<file path="src/rtl/uart_tx_fifo.sv">
// rtl/uart_tx_fifo.sv - byte FIFO draining into a UART transmitter, 8N1 by default
// Define UART_TX_PARITY_EN for 8E1 frames (even parity bit between data and stop).
module uart_tx_fifo #(
    parameter int CLK_HZ     = 1000000,
    parameter int BAUD       = 9600,
    parameter int DEPTH_LOG2 = 2
) (
    input  logic       clk,
    input  logic       rst,
    input  logic       in_en,
    input  logic [7:0] in,
    output logic       tx,
    output logic       busy,
    output logic       empty,
    output logic       full,
    output logic       overflow
);

    localparam int CLKS_PER_BIT = CLK_HZ / BAUD;
    localparam int DEPTH        = 1 << DEPTH_LOG2;
    localparam int CNT_W        = (CLKS_PER_BIT > 1) ? $clog2(CLKS_PER_BIT) : 1;
    localparam logic [CNT_W-1:0]      CNT_LAST  = CNT_W'(CLKS_PER_BIT - 1);
    localparam logic [DEPTH_LOG2:0]   COUNT_MAX = (DEPTH_LOG2 + 1)'(DEPTH);

    typedef enum logic [2:0] {
        S_IDLE,
        S_START,
        S_DATA,
        S_PARITY,
        S_STOP
    } state_t;

    state_t                  state_q, state_d;
    logic [CNT_W-1:0]        cnt_q, cnt_d;
    logic [2:0]              bit_idx_q, bit_idx_d;
    logic [7:0]              shift_q, shift_d;
    logic                    tx_q, tx_d;
    logic                    busy_q, busy_d;
    logic [DEPTH_LOG2-1:0]   wr_ptr_q, wr_ptr_d;
    logic [DEPTH_LOG2-1:0]   rd_ptr_q, rd_ptr_d;
    logic [DEPTH_LOG2:0]     count_q, count_d;
    logic                    overflow_q, overflow_d;
    logic [7:0]              mem [DEPTH];
`ifdef UART_TX_PARITY_EN
    logic                    parity_q, parity_d;
`endif

    logic empty_w, full_w, pop, push, bit_done;
    logic [7:0] head;

    assign empty_w  = (count_q == '0);
    assign full_w   = (count_q == COUNT_MAX);
    assign head     = mem[rd_ptr_q];
    assign bit_done = (cnt_q == CNT_LAST);
    // A pop in the same cycle frees a slot, so a full FIFO can still accept.
    assign pop      = (state_q == S_IDLE) && !empty_w;
    assign push     = in_en && (!full_w || pop);

    always_comb begin
        wr_ptr_d   = wr_ptr_q;
        rd_ptr_d   = rd_ptr_q;
        count_d    = count_q;
        overflow_d = overflow_q;
        if (push) wr_ptr_d = wr_ptr_q + 1'b1;
        if (pop)  rd_ptr_d = rd_ptr_q + 1'b1;
        if (push && !pop)      count_d = count_q + 1'b1;
        else if (pop && !push) count_d = count_q - 1'b1;
        if (in_en && !push) overflow_d = 1'b1;
    end

    always_comb begin
        state_d   = state_q;
        cnt_d     = cnt_q;
        bit_idx_d = bit_idx_q;
        shift_d   = shift_q;
`ifdef UART_TX_PARITY_EN
        parity_d  = parity_q;
`endif
        case (state_q)
            S_IDLE: begin
                if (!empty_w) begin
                    state_d   = S_START;
                    shift_d   = head;
                    bit_idx_d = 3'd0;
                    cnt_d     = '0;
`ifdef UART_TX_PARITY_EN
                    parity_d  = ^head;
`endif
                end
            end
            S_START: begin
                if (bit_done) begin
                    cnt_d   = '0;
                    state_d = S_DATA;
                end else begin
                    cnt_d = cnt_q + 1'b1;
                end
            end
            S_DATA: begin
                if (bit_done) begin
                    cnt_d     = '0;
                    shift_d   = shift_q >> 1;
                    bit_idx_d = bit_idx_q + 1'b1;
                    if (bit_idx_q == 3'd7) begin
`ifdef UART_TX_PARITY_EN
                        state_d = S_PARITY;
`else
                        state_d = S_STOP;
`endif
                    end
                end else begin
                    cnt_d = cnt_q + 1'b1;
                end
            end
`ifdef UART_TX_PARITY_EN
            S_PARITY: begin
                if (bit_done) begin
                    cnt_d   = '0;
                    state_d = S_STOP;
                end else begin
                    cnt_d = cnt_q + 1'b1;
                end
            end
`endif
            S_STOP: begin
                if (bit_done) begin
                    cnt_d   = '0;
                    state_d = S_IDLE;
                end else begin
                    cnt_d = cnt_q + 1'b1;
                end
            end
            default: state_d = S_IDLE;
        endcase
    end

    // Line outputs follow the current state one cycle late so tx is glitch-free.
    always_comb begin
        tx_d   = 1'b1;
        busy_d = (state_q != S_IDLE);
        case (state_q)
            S_START:  tx_d = 1'b0;
            S_DATA:   tx_d = shift_q[0];
`ifdef UART_TX_PARITY_EN
            S_PARITY: tx_d = parity_q;
`endif
            default:  tx_d = 1'b1;
        endcase
    end

    always_ff @(posedge clk) begin
        if (push) mem[wr_ptr_q] <= in;
    end

    always_ff @(posedge clk) begin
        if (rst) begin
            state_q    <= S_IDLE;
            cnt_q      <= '0;
            bit_idx_q  <= 3'd0;
            shift_q    <= 8'd0;
            tx_q       <= 1'b1;
            busy_q     <= 1'b0;
            wr_ptr_q   <= '0;
            rd_ptr_q   <= '0;
            count_q    <= '0;
            overflow_q <= 1'b0;
`ifdef UART_TX_PARITY_EN
            parity_q   <= 1'b0;
`endif
        end else begin
            state_q    <= state_d;
            cnt_q      <= cnt_d;
            bit_idx_q  <= bit_idx_d;
            shift_q    <= shift_d;
            tx_q       <= tx_d;
            busy_q     <= busy_d;
            wr_ptr_q   <= wr_ptr_d;
            rd_ptr_q   <= rd_ptr_d;
            count_q    <= count_d;
            overflow_q <= overflow_d;
`ifdef UART_TX_PARITY_EN
            parity_q   <= parity_d;
`endif
        end
    end

    assign tx       = tx_q;
    assign busy     = busy_q;
    assign empty    = empty_w;
    assign full     = full_w;
    assign overflow = overflow_q;

endmodule

</file>
<file path="config.mk">
export PLATFORM = sky130hd
export DESIGN_NAME = uart_tx_fifo
export DESIGN_NICKNAME = d
export VERILOG_FILES = /design/src/rtl/uart_tx_fifo.sv
export SDC_FILE = /design/constraint.sdc
export NUM_CORES = 1
export LEC_CHECK = 0
export ABC_CLOCK_PERIOD_IN_PS = 6500
export CAP_MARGIN = 20
export CORE_MARGIN = 2
export CORE_UTILIZATION = 52
export DETAILED_ROUTE_END_ITERATION = 10
export DONT_BUFFER_PORTS = 1
export GPL_TIMING_DRIVEN = 0
export HOLD_SLACK_MARGIN = 0.12
export PLACE_DENSITY = 0.65
export REMOVE_ABC_BUFFERS = 1
export SETUP_SLACK_MARGIN = 0.1
export SYNTH_ARGS = -nofsm -noshare
export SYNTH_HDL_FRONTEND = slang
export SYNTH_SLANG_ARGS = --single-unit
</file>
<file path="constraint.sdc">
create_clock -name clk -period 6.5 [get_ports clk]
set_input_delay 0.975 -clock clk [delete_from_list [all_inputs] [get_ports clk]]
set_output_delay 0.975 -clock clk [all_outputs]
set_load 0.05 [all_outputs]
</file>
* Word-level counts from Yosys, hierarchy flattened
Memory sizes are Yosys's and may differ from the RTL's. A register that Yosys moved wholly into a read port is not among the register bits. Index checks and enable logic that the tools add are counted.
Storage, ports and cells: register bits after elaboration 31, latch bits 0, bits in writable memories 32, ROM bits 0, bits of input ports 11, output and inout bits 5, memories kept 1
Cells by class: add/subtract/negate cells 6, $mul 0, divide/modulo/power cells 0, order comparisons 0, equality and inequality tests 11, shifts and indexed selects 0, muxes and demuxes 22, bitwise operators 0, reductions and logical operators 20
Memory list:
- mem | words 4, bits a word 8, read ports 1, clocked after Yosys merged registers in 1, write ports 1, line 43 | logic [7:0] mem [DEPTH];
Operators with widths (count):
- $mux 3 | 9
- $mux 8 | 2
- $pmux 8 s2 | 1
- $mux 7 | 2
- $pmux 7 s2 | 1
- $pmux 3 s4 | 1
- $ne 2x2->1 const B | 5
- $eq 3x3->1 const B | 3
- $add 7x1->7 const B | 1
- $eq 7x7->1 const B | 1
- $add 3x1->3 const B | 2
- $logic_not 3->1 | 2
- $pmux 3 s2 | 1
- $reduce_bool 2->1 | 3
- $logic_and 1x1->1 | 5
- $reduce_and 5->1 | 1
- $add 2x1->2 const B | 2
- $logic_not 1->1 | 4
- $mux 2 | 2
- $eq 3x1->1 const B | 1
- $eq 3x2->1 const B | 1
- $reduce_and 3->1 | 1
- $reduce_bool 3->1 | 1
- $reduce_or 3->1 | 1
- 5 further kinds | 6

* Longest topological paths before layout
depth after elaboration 9, mapped depth 10, gate-level depth less buffers 8

* Least setup slack after synthesis
OpenSTA, ideal clock, no wires.
path kind register to register, start point register count_q[0], end point register count_q[2], library setup time 71 ps, arrival time 2936 ps, data required time 6429 ps, setup slack 3493 ps, stages on the path, launching flop included 9, buffers on the path 0, period minus slack after synthesis 3007 ps, cells stage by stage dfxtp_1 -> nor3b_1 -> a21boi_4 -> ha_1 -> inv_1 -> fa_1 -> xor2_1 -> or3_1 -> a21oi_1
Between the ends: elaborated cells on any way between the ends 16, classes of those cells add/sub: 2; eq/ne: 1; mux: 2; reduce/logical: 11
RTL lines:
- start, declared | line 41 | logic [DEPTH_LOG2:0] count_q, count_d;
- start signal, assigned | line 179 | count_q <= count_d;
- $eq 3x3->1 (*) | line 52 | assign full_w = (count_q == COUNT_MAX);
- via full | line 15 | output logic full,
- $logic_not 1->1 (*) | line 57 | assign push = in_en && (!full_w || pop);
- $logic_or 1x1->1 (*) | line 57
- $logic_and 1x1->1 (*) | line 57
- via push | line 48 | logic empty_w, full_w, pop, push, bit_done;
- $logic_not 1->1 | line 67 | else if (pop && !push) count_d = count_q - 1'b1;
- $logic_and 1x1->1 | line 67
- $reduce_bool 2->1 (no line)
The timed path passes the listed nets; every way through them passes the cells marked *. The select of a mux whose other input is x is not followed. A chain may end at the register's enable or synchronous reset.

* Worst setup path in the final report
start point register count_q[0], end point register count_q[2]
Between the ends: cells in the longest elaborated chain, start to end 8, elaborated cells on any way between the ends 16, classes of those cells add/sub: 2; eq/ne: 1; mux: 2; reduce/logical: 11
Ends and longest elaborated chain:
- branches (longest 8 deep; another with $sub 3x1->3)
Several ways; the timed one is not identified. The select of a mux whose other input is x is not followed.

==> impl_metrics.json <==
{
  "power_leakage_uw": 0.00109,
  "syn-mean-instance-area_sq_um": 13.1,
  "syn2layout_area_growth_pct": 8.21,
  "clock_tree.htree_level_count": 3,
  "critical_path.slowest_cell": "nand2_1",
  "antenna-diode-count": 0,
  "synth_area_sq_mm": 0.00281,
  "whs_endpoint": "shift_q[1]",
  "clock_tree_from_tritoncts": "done",
  "critical_path.max_stage_delay_ns": 0.54,
  "crit_chain": "or3_1 -> nand2_1 -> ha_1 -> inv_1 -> fa_1 -> xor2_1 -> or3_1 -> a21oi_1",
  "dieHeight_microns": 77.4,
  "final_design_utilization": 0.587,
  "rows": 26,
  "postSynth.asyncResetShare": 0,
  "min_path_cells": 2,
  "cts_made_buffers": 9,
  "synthMostInstantiatedCell": "dfxtp_1",
  "clock_sinks": 65,
  "floorplan.die_area_sq_mm": 0.00600,
  "cts_hold_buffers": 0,
  "hpwlAfterDp_mm": 3.15,
  "final_hold_viol_count": 0,
  "num-nets-final": 233,
  "maxSlewViolCount": 0,
  "gp_congestion": 0.741,
  "pin_count_of_the_biggest_net_entering_global_routing": 23,
  "critical_path.top_delay_family": "simple AND/OR/NAND/NOR gates",
  "start_util": 0.542,
  "synth_ff_type": "dfxtp_1",
  "synth.top_cells.by_count": "dfxtp_1, edfxtp_1, nor2_1, inv_1",
  "setup_viol": 0,
  "drv_cap": 0,
  "post_synth_inst_count": 214,
  "antenna_found_initial": 0,
  "cp_num_buf_inv": 1,
  "crit_end_category": "flip-flop",
  "setup_tns_final_ns": 0,
  "post_synth_main_area_contributors": "edfxtp_1, dfxtp_1, mux4_2",
  "detailroute.via_count": 1630,
  "status": "completed",
  "critical_path.reg2reg.endpoint": "count_q[2]",
  "overall_track_demand_over_capacity_in_global_routing": 0.168,
  "critical_path.reg2reg.startpoint": "count_q[0]",
  "fmaxAchievable_mhz": 362,
  "final.min_clock_period_ns": 2.76,
  "post-cts-setup-buffer-count": 0,
  "insertion_delay_ns": 0.34,
  "grt_first_pass_wirelength_mm": 7.73,
  "critical_path.startpoint_type": "flip-flop",
  "cts_repair_resize_count": 0,
  "drt.antenna.violating_nets": 0,
  "clockBufferDepth": 2,
  "worst-r2r-cell-count": 8,
  "worstPathMaxFanout": 20,
  "drt_first_pass_iters": 4,
  "die_x_microns": 77.4,
  "post_drt_wl_per_cell_microns": 15.7,
  "synth.top_cell.area_share": 0.343,
  "crit_type": "flip-flop to flip-flop",
  "synth-seq-cells": 65,
  "totalWireLength_mm": 4.51,
  "worst-slew-pin-transition_ns": 0.910,
  "synthesis.yosys.warnings": 0,
  "part_of_the_cycle_the_worst_path_needs": 0.424,
  "power_density_mw_per_mm2": 385,
  "remaining_drc_errors": 0,
  "timing.reg2reg.setup_slack_ns": 3.74,
  "final_design_area_no_fill_sq_mm": 0.00304,
  "worst_path_most_repeated_cell": "or3_1",
  "min-delay-start": "shift_q[1]",
  "rsz_0062_raised_after_global_routing": "false",
  "placement.cell_area_sq_mm": 0.00283,
  "drive_gt1_frac": 0.183,
  "via_per_inst": 5.66,
  "port_buffers": 0,
  "cts.clk_slew.worst_paths_ns": 0.08,
  "clockRootBuffer": "clkbuf_8",
  "number_of_synthesized_flops_with_an_enable_pin": 32,
  "placeableCoreArea_sq_mm": 0.00517,
  "finalClockSkew_ns": 0.00878,
  "synth_seq_area_share": 0.578,
  "critical_path_arrival_ns": 3.03,
  "grt-ovfl-total": 0,
  "initialDrtViolationCount": 116,
  "worst_hold_slack_ns": 0.462,
  "synth.largest_area_cell": "edfxtp_1",
  "synth_cell_types": 54,
  "grt_pass1_vias": 1655,
  "required_ns": 6.77,
  "relSlewSlack": 0.390,
  "worst_ir_drop_vdd_mv": 0.264,
  "holdCritPathClass": "flip-flop to flip-flop",
  "design.portCount": 16
}
-- routing by layer --
layer | wire length (microns) | GRT usage
met5 | 0 | 0
met2 | 2240 | 0.273
met4 | 108 | 0.0929
met3 | 167 | 0.0488
met1 | 1990 | 0.200
-- worst max-delay path by stage --
stage	start	end	slack, ns	cells after the start
floorplan	count_q[0]	count_q[2]	3.49	8
global placement	count_q[0]	count_q[2]	3.35	8
detailed placement	count_q[0]	count_q[2]	3.71	8
CTS	count_q[0]	count_q[2]	3.70	8
global route	count_q[0]	count_q[2]	3.52	8
finish	count_q[0]	count_q[2]	3.74	8
-- cells in the final DEF (no fill, tap or decap), types with 6 or more instances in the layout --
master,n
a31oi_1,9
nand3_1,9
nor2_1,14
clkbuf_8,9
ha_1,8
o221ai_1,7
mux4_2,8
inv_1,12
a21oi_1,6
dfxtp_1,33
edfxtp_1,32
-- tightest hold or removal path: cells and delay by family, from the launching register on --
family                 cells  cell delay [ns]
AOI/OAI and AO/OA          1             0.06
DFF                        1             0.31
buffers and inverters      1             0.05
-- cell families (layout without fill, tap and decap cells) --
logic type | count (synthesis) | after routing | share of synthesized area
compound gates | 39 | 39 | 0.112
xor+xnor | 7 | 7 | 0.0219
fa+ha+maj | 9 | 9 | 0.0428
buf+inv | 26 | 30 | 0.0446
flops | 65 | 65 | 0.578
mux | 12 | 12 | 0.0789
simple gates | 56 | 56 | 0.122
-- area by class of cell --
type,count,area (sq um)
multi-input combinational,123,1060
sequential,65,1620
tap,70,87.6
inverter,13,48.8
clock buffer,9,124
clock inverter,7,78.8
timing repair buffer,1,11.3
fill,402,2140
-- flip-flops by register name, summed over array words and instances (netlist names), named ones only --
register / flops
cnt_q: 7
wr_ptr_q: 2
overflow: 1
count_q: 3
mem: 32
shift_q: 8
state_q: 3
busy: 1
tx: 1
bit_idx_q: 3
rd_ptr_q: 2
-- stage by stage --
stage	setup slack [ns]	instances	total power [uW]
global placement	3.35	271	818
global route	3.52	288	1230
floorplan	3.49	201	777
detailed placement	3.71	272	841
CTS	3.70	288	1180
finish	3.74	288	1170
-- report_power, final --
| part | switching, uW | internal, uW |
|---|---|---|
| Sequential | 65.0 | 497 |
| Clock | 161 | 180 |
| Combinational | 150 | 116 |
| Total | 376 | 794 |
Note: power is estimated with default switching activity, not from simulation.
